===== config.mk =====
export PLATFORM = sky130hd
export DESIGN_NAME = window_mac
export DESIGN_NICKNAME = d
export VERILOG_FILES = /design/src/rtl/window_mac.sv
export SDC_FILE = /design/constraint.sdc
export NUM_CORES = 1
export LEC_CHECK = 0
export ABC_CLOCK_PERIOD_IN_PS = 8800
export CAP_MARGIN = 15
export CORE_MARGIN = 5
export CORE_UTILIZATION = 62
export CTS_CLUSTER_SIZE = 14
export DETAILED_ROUTE_END_ITERATION = 16
export GPL_TIMING_DRIVEN = 0
export PLACE_DENSITY = 0.83
export SLEW_MARGIN = 20
export SYNTH_ARGS = -nofsm -noshare
export SYNTH_HDL_FRONTEND = slang
export SYNTH_SLANG_ARGS = --single-unit

===== constraint.sdc =====
create_clock -name clk -period 8.8 [get_ports clk]
set_input_delay 1.76 -clock clk [delete_from_list [all_inputs] [get_ports clk]]
set_output_delay 1.76 -clock clk [all_outputs]
set_load 0.1 [all_outputs]

===== src/rtl/window_mac.sv =====
// 5x5 window multiply-accumulate: unsigned pixels times signed weights; the window's dot product goes to out_data.
// Latency: 25th pixel sampled at edge t gives an out_valid pulse after edge t+2. No backpressure; pix_valid gaps hold state.
// Optional build macro WINDOW_MAC_RELU_EN clamps negative window sums to zero.
module window_mac #(
    parameter int PIX_W = 8,
    parameter int W_W   = 8,
    parameter int ACC_W = PIX_W + W_W + 5
) (
    input  logic                    clk,
    input  logic                    reset,
    input  logic                    start,
    input  logic                    pix_valid,
    input  logic [PIX_W-1:0]        pix,
    input  logic                    w_load,
    input  logic [4:0]              w_addr,
    input  logic signed [W_W-1:0]   w_data,
    output logic                    out_valid,
    output logic signed [ACC_W-1:0] out_data,
    output logic [4:0]              tap
);

    typedef enum logic {IDLE, RUN} state_t;

    state_t                  state;
    logic signed [W_W-1:0]   weights [25];
    logic signed [ACC_W-1:0] s1_prod;
    logic                    s1_vld;
    logic                    s1_first;
    logic                    s1_last;
    logic signed [ACC_W-1:0] acc;
    logic                    acc_done;

    logic signed [ACC_W-1:0] pix_ext;
    logic signed [ACC_W-1:0] w_ext;
    logic signed [ACC_W-1:0] prod;
    logic signed [ACC_W-1:0] act;

    // Both operands widened to ACC_W first; the true product always fits, so truncation is exact.
    assign pix_ext = {{(ACC_W-PIX_W){1'b0}}, pix};
    assign w_ext   = {{(ACC_W-W_W){weights[tap][W_W-1]}}, weights[tap]};
    assign prod    = pix_ext * w_ext;

`ifdef WINDOW_MAC_RELU_EN
    assign act = acc[ACC_W-1] ? '0 : acc;
`else
    assign act = acc;
`endif

    always_ff @(posedge clk) begin
        if (reset) begin
            state     <= IDLE;
            tap       <= '0;
            s1_prod   <= '0;
            s1_vld    <= 1'b0;
            s1_first  <= 1'b0;
            s1_last   <= 1'b0;
            acc       <= '0;
            acc_done  <= 1'b0;
            out_valid <= 1'b0;
            out_data  <= '0;
            for (int i = 0; i < 25; i++) weights[i] <= '0;
        end else begin
            state <= start ? RUN : IDLE;

            if (w_load && !start && (w_addr < 5'd25))
                weights[w_addr] <= w_data;

            if (start) begin
                s1_vld <= pix_valid;
                if (pix_valid) begin
                    s1_prod  <= prod;
                    s1_first <= (tap == 5'd0);
                    s1_last  <= (tap == 5'd24);
                    tap      <= (tap == 5'd24) ? 5'd0 : tap + 5'd1;
                end

                // Accumulator only moves on a valid product; the done flag still drains through gaps.
                if (s1_vld)
                    acc <= s1_first ? s1_prod : acc + s1_prod;
                acc_done  <= s1_vld && s1_last;
                out_valid <= acc_done;
                if (acc_done)
                    out_data <= act;
            end else if (state == RUN) begin
                // Abort: drop the partial window; out_data keeps the last completed result.
                tap       <= '0;
                s1_vld    <= 1'b0;
                s1_first  <= 1'b0;
                s1_last   <= 1'b0;
                acc       <= '0;
                acc_done  <= 1'b0;
                out_valid <= 1'b0;
            end
        end
    end

endmodule

# After elaboration in Yosys (flattened, before gate mapping)
# Memories as Yosys holds them, arrays and structs flattened. A register that Yosys moved wholly into a read port is not among the register bits.
# Index checks and enable logic that the tools add are counted.
# word_totals
regBits	74
latch_bits	0
ramBits	200
romBits	0
out_inout_bits	27
n_memories	1
# op_classes
add_sub_neg	2
mul	1
div	0
n_lt_le_gt_ge	1
eq_ne	3
shifts	0
n_mux	27
bitwise	0
n_reduce_logical	11
# memory_table
memory	words	word_bits	rd	rd_clocked_by_memory_dff	write_ports	line	source
weights	25	8	1	1	25	25	logic signed [W_W-1:0] weights [25];
# op_table
op	n
$mux 21	4
$mux 5	7
$add 21x21->21	1
$mul 9x8->17	1
$mux 1	15
$mux 8	1
$reduce_and 2->1	4
$reduce_or 8->1	1
$add 5x1->5 const B	1
$eq 5x5->1 const B	1
$logic_not 5->1	1
$lt 5x5->1 const B	1
$ne 2x1->1 const B	2
$logic_and 1x1->1	3
$reduce_bool 2->1	1
$logic_not 1->1	1

# Logic depth before layout (Yosys ltp)
# depth
word_depth	8
ltp_mapped	27
depth_no_buf	25

# Worst setup path before layout
# OpenSTA, ideal clock, no wires.
# synth_path
path_kind	register to register
start	reg with a tool-made name
end	reg s1_prod[19]
setup_ns	0.086
arrival_ns	5.911
setup_slack_ns	2.803
path_stages_with_launch	25
n_path_buf	2
period_less_slack_ns	5.997
path_cell_list	dfxtp_1 -> buf_4 -> buf_2 -> mux4_2 -> mux4_2 -> mux2i_2 -> nor2b_1 -> fa_1 -> inv_1 -> fa_1 -> inv_1 -> fa_1 -> inv_1 -> fa_1 -> inv_1 -> ha_1 -> o21ai_1 -> a21boi_1 -> o21ai_0 -> a21boi_0 -> o21ai_0 -> a21oi_1 -> o41ai_2 -> xnor2_1 -> a211oi_1
# synth_lines
element	line	source
end signal, assigned	71	s1_prod <= prod;
end, declared	26	logic signed [ACC_W-1:0] s1_prod;

==> flow_summary_export.csv <==
group,metric,value,unit
global_routing,grt_max_degree,15,
setup_path,crit_path_frequent_cell,"fa_1",
setup_path,end_kind,"register",
synthesis,synth.yosys.seq_area_share,0.5353,
timing,finalClockSkew,22.21,ps
setup_path,cp_max_fo,10,
die,die_area,0.03112,mm2
setup_path,crit_arrival,7980,ps
timing,finalSetupViolCount,0,
clocking,cts_tree,"yes",
finish,finalNonFillerCells,1893,
routing,drt_pass1_iterations,5,
routing,dr_total_vias,11360,
clocking,cts_resized,0,
synthesis,synth_edf_count,256,
global_routing,grt_pass1_vias,11460,
synthesis,synthAdderAreaFrac,0.09169,
synthesis,yosys_warnings,0,
routing,drt_first_iter_violations,1159,
synthesis,synthFlopType,"edfxtp_1",
placement,dp_cells,1830,
pwr,ir_drop,172.7,uV
routing,routedWlPerCell,22.15,um
timing,fmax,131.5,MHz
setup_path,critPathRequiredTime,9170,ps
timing,min_period,7603,ps
routing,routed_wl,41930,um
global_routing,antenna_found_initial,0,
synthesis,synth-seq-cells,331,
synthesis,syn_area,0.01717,mm2
global_routing,grt_pass1_wl,64140,um
pwr,p_per_area,211.1,mW/mm2
placement,io_buffers,51,
setup_path,critPathCapture,"s1_prod[19]",
clocking,cts.sinks,331,
timing,setup-tns-final,0,ps
setup_path,critPathSlowestCell,"buf_1",
finish,fin_nets,1619,
timing,rsz0062_at_grt,"no",
synthesis,synth_mux_area_frac,0.1141,
clocking,post_cts.repair.setup_buffers,0,
clocking,clock_latency,530,ps
timing,hold_viol_final,0,
finish,fillers,1833,
setup_path,path_class,"register to register",
die,die-width,176.4,um
routing,drc,0,
die,rows,61,
setup_path,crit_path_start_kind,"register",
finish,multi_input_area,0.007689,mm2
global_routing,overflow,0,
routing,antenna_left,0,
pwr,p_leak,7.224,nW
synthesis,synth-xor-area-share,0.01276,
die,die_y,176.4,um
setup_path,slowest_delay,840,ps
die,initial_utilization,0.6230,
clocking,cts_hold_buf,0,
setup_path,rr_worst_depth,23,
placement,gp_congestion,0.9598,
die,ios,53,
setup_path,rr_endpoint,"s1_prod[19]",
die,core,0.02755,mm2
synthesis,synth.distinct_cells,57,
routing,vias_per_cell,6.000,
clocking,root_buffer,"clkbuf_16",
finish,layout-drive-gt1-share,0.1188,
finish,area_growth,13.83,%
finish,diodes,0,
clocking,clk_pin_slew_worst_paths,60,ps
placement,place_hpwl,29010,um
timing,drv_slew,0,
min_path,hold_path.class,"register to register",
synthesis,syn_avg_cell_area,12.76,um2
status,outcome,"finished, final reports clean",
synthesis,synth_simple_gate_area_frac,0.1636,
timing,fin_crit_sh,0.8640,
setup_path,rrSetupSlack,1200,ps
setup_path,path_cells,"clkbuf_1, buf_1, mux4_2, mux4_2, mux2i_2, nor2b_1, fa_1, fa_1, inv_1, fa_1, fa_1, inv_1, ha_1, nor2b_1, o21ai_1, a21boi_1, o21ai_0, a21boi_0, o21ai_0, a21oi_1, o41ai_2, xnor2_1, a211oi_1",
synthesis,async_flop_share,0,
timing,slew_headroom,0.3041,
timing,worst_pin_slew,1044,ps
clocking,cts_made_buffers,36,
flow_run,drv_cap,0,
synthesis,synth_top_family_by_area,"simple AND/OR/NAND/NOR gates",
finish,regArea,0.009189,mm2
synthesis,syn-instance-count,1345,
clocking,cts-htree-levels,2,
clocking,cts_buffer_depth,3,
synthesis,synth-compound-area-share,0.05313,
global_routing,track_usage,0.2719,
-- Yosys cell counts (38+ instances only) --
library cell,count,area share
fa_1,38,0.044
edfxtp_1,256,0.45
nor2_1,83,0.018
dfxtp_1,75,0.087
ha_1,65,0.047
mux4_2,80,0.10
a21oi_1,67,0.020
nand2_1,87,0.019
nor2b_1,57,0.021
and2_1,203,0.074
clkbuf_1,47,0.010
inv_1,69,0.015
-- how the worst min path moves through the flow --
stage	startpoint	to	slack, ps	cells past startpoint
after detailed placement	out_data[13]	out_data[13]	450	2
after CTS	out_data[9]	out_data[9]	450	2
after floorplan	acc[11]	out_data[11]	450	2
final	out_data[10]	out_data[10]	450	2
after global placement	out_data[10]	out_data[10]	440	2
after global routing	out_data[5]	out_data[5]	470	2
-- power by group --
part | total (mW) | switching (mW) | internal [mW]
Clock | 1.50 | 0.615 | 0.883
Combinational | 0.801 | 0.456 | 0.344
Sequential | 1.83 | 0.0516 | 1.78
Total | 4.13 | 1.12 | 3.00
-- cells by family (layout without fill, tap and decap cells) --
kind of cell    count (synthesis)  after routing
flops                         331            331
simple gates                  517            517
buf+inv                       130            245
other cells                     1             56
mux                            91             91
compound gates                147            147
xor+xnor                       25             25
fa+ha+maj                     103            103
-- placed cells by master, fill, tap and decap left out, types with 3 or more instances in the layout --
master and n:
nor3_1 10, mux4_2 80, and2_1 203, and3_1 4, clkbuf_16 37, nand2b_1 16
nor2b_1 57, xor2_1 8, conb_1 56, o21ai_1 3, nor3b_1 3, nor2_1 83
a22oi_1 10, a211oi_1 6, a222oi_1 8, xnor2_1 17, o21a_1 3, bufinv_16 3
nand3_1 6, a31oi_1 3, ha_1 65, nand2_1 87, nand3b_1 6, clkinv_2 5
o21ai_0 23, buf_2 7, nand4_1 5, clkinv_1 4, mux2i_2 6, clkbuf_1 56
inv_1 69, fa_1 38, mux2i_1 3, clkdlybuf4s50_1 51, buf_1 6, a21o_1 8
or2_2 29, edfxtp_1 256, dfxtp_1 75, a21oi_1 67
-- stage by stage --
stage	util	hold slack (ps)	instance area, um2	power [mW]	setup WS [ps]
final	0.7092	451.8	19540	4.126	1197
after global routing	0.7092	471.4	19540	4.309	857.2
after CTS	0.7092	453.6	19540	4.133	1314
after detailed placement	0.6667	445.5	18370	2.649	1377
after global placement	0.6662	441.6	18360	2.622	1493
after floorplan	-	448.3	17370	2.420	2803
-- flip-flops by register name (all words and copies together), names as in the netlist, named ones only --
register   count
weights      256
acc           21
out_data      21
s1_prod       17
tap            5
acc_done       1
out_valid      1
s1_first       1
s1_last        1
s1_vld         1
state          1
-- cell type report --
| cell class | count | share of cell area |
|---|---|---|
| Buffer | 61 | 0.01236 |
| Clock inverter | 15 | 0.009476 |
| Multi-Input combinational cell | 939 | 0.3935 |
| Clock buffer | 48 | 0.05052 |
| Inverter | 69 | 0.01325 |
| Tap cell | 378 | 0.02420 |
| Timing Repair Buffer | 52 | 0.02651 |
| Sequential cell | 331 | 0.4702 |
-- critical path: cells and delay by family (launching register included) --
kind                     cells  cell delay (ps)
adder cells (fa/ha/maj)      5             2270
multiplexers                 3             1510
buffers and inverters        4             1460
AO/OA/AOI/OAI                8             1320
AND/OR/NAND/NOR              2              340
flip-flops                   1              300
XOR/XNOR                     1              240
-- layer usage --
metal  part of all wire  vias to the layer above  global-route usage  wire length (um)
li1                   -                     5033                   -                 -
met1               0.36                     5580              0.3372             15270
met2               0.50                      608              0.4650             20830
met3              0.085                      137             0.04968              3558
met4              0.054                        0              0.1319              2274
met5                  0                        -                   0                 0
No activity file was read; power rests on OpenSTA's default activity.
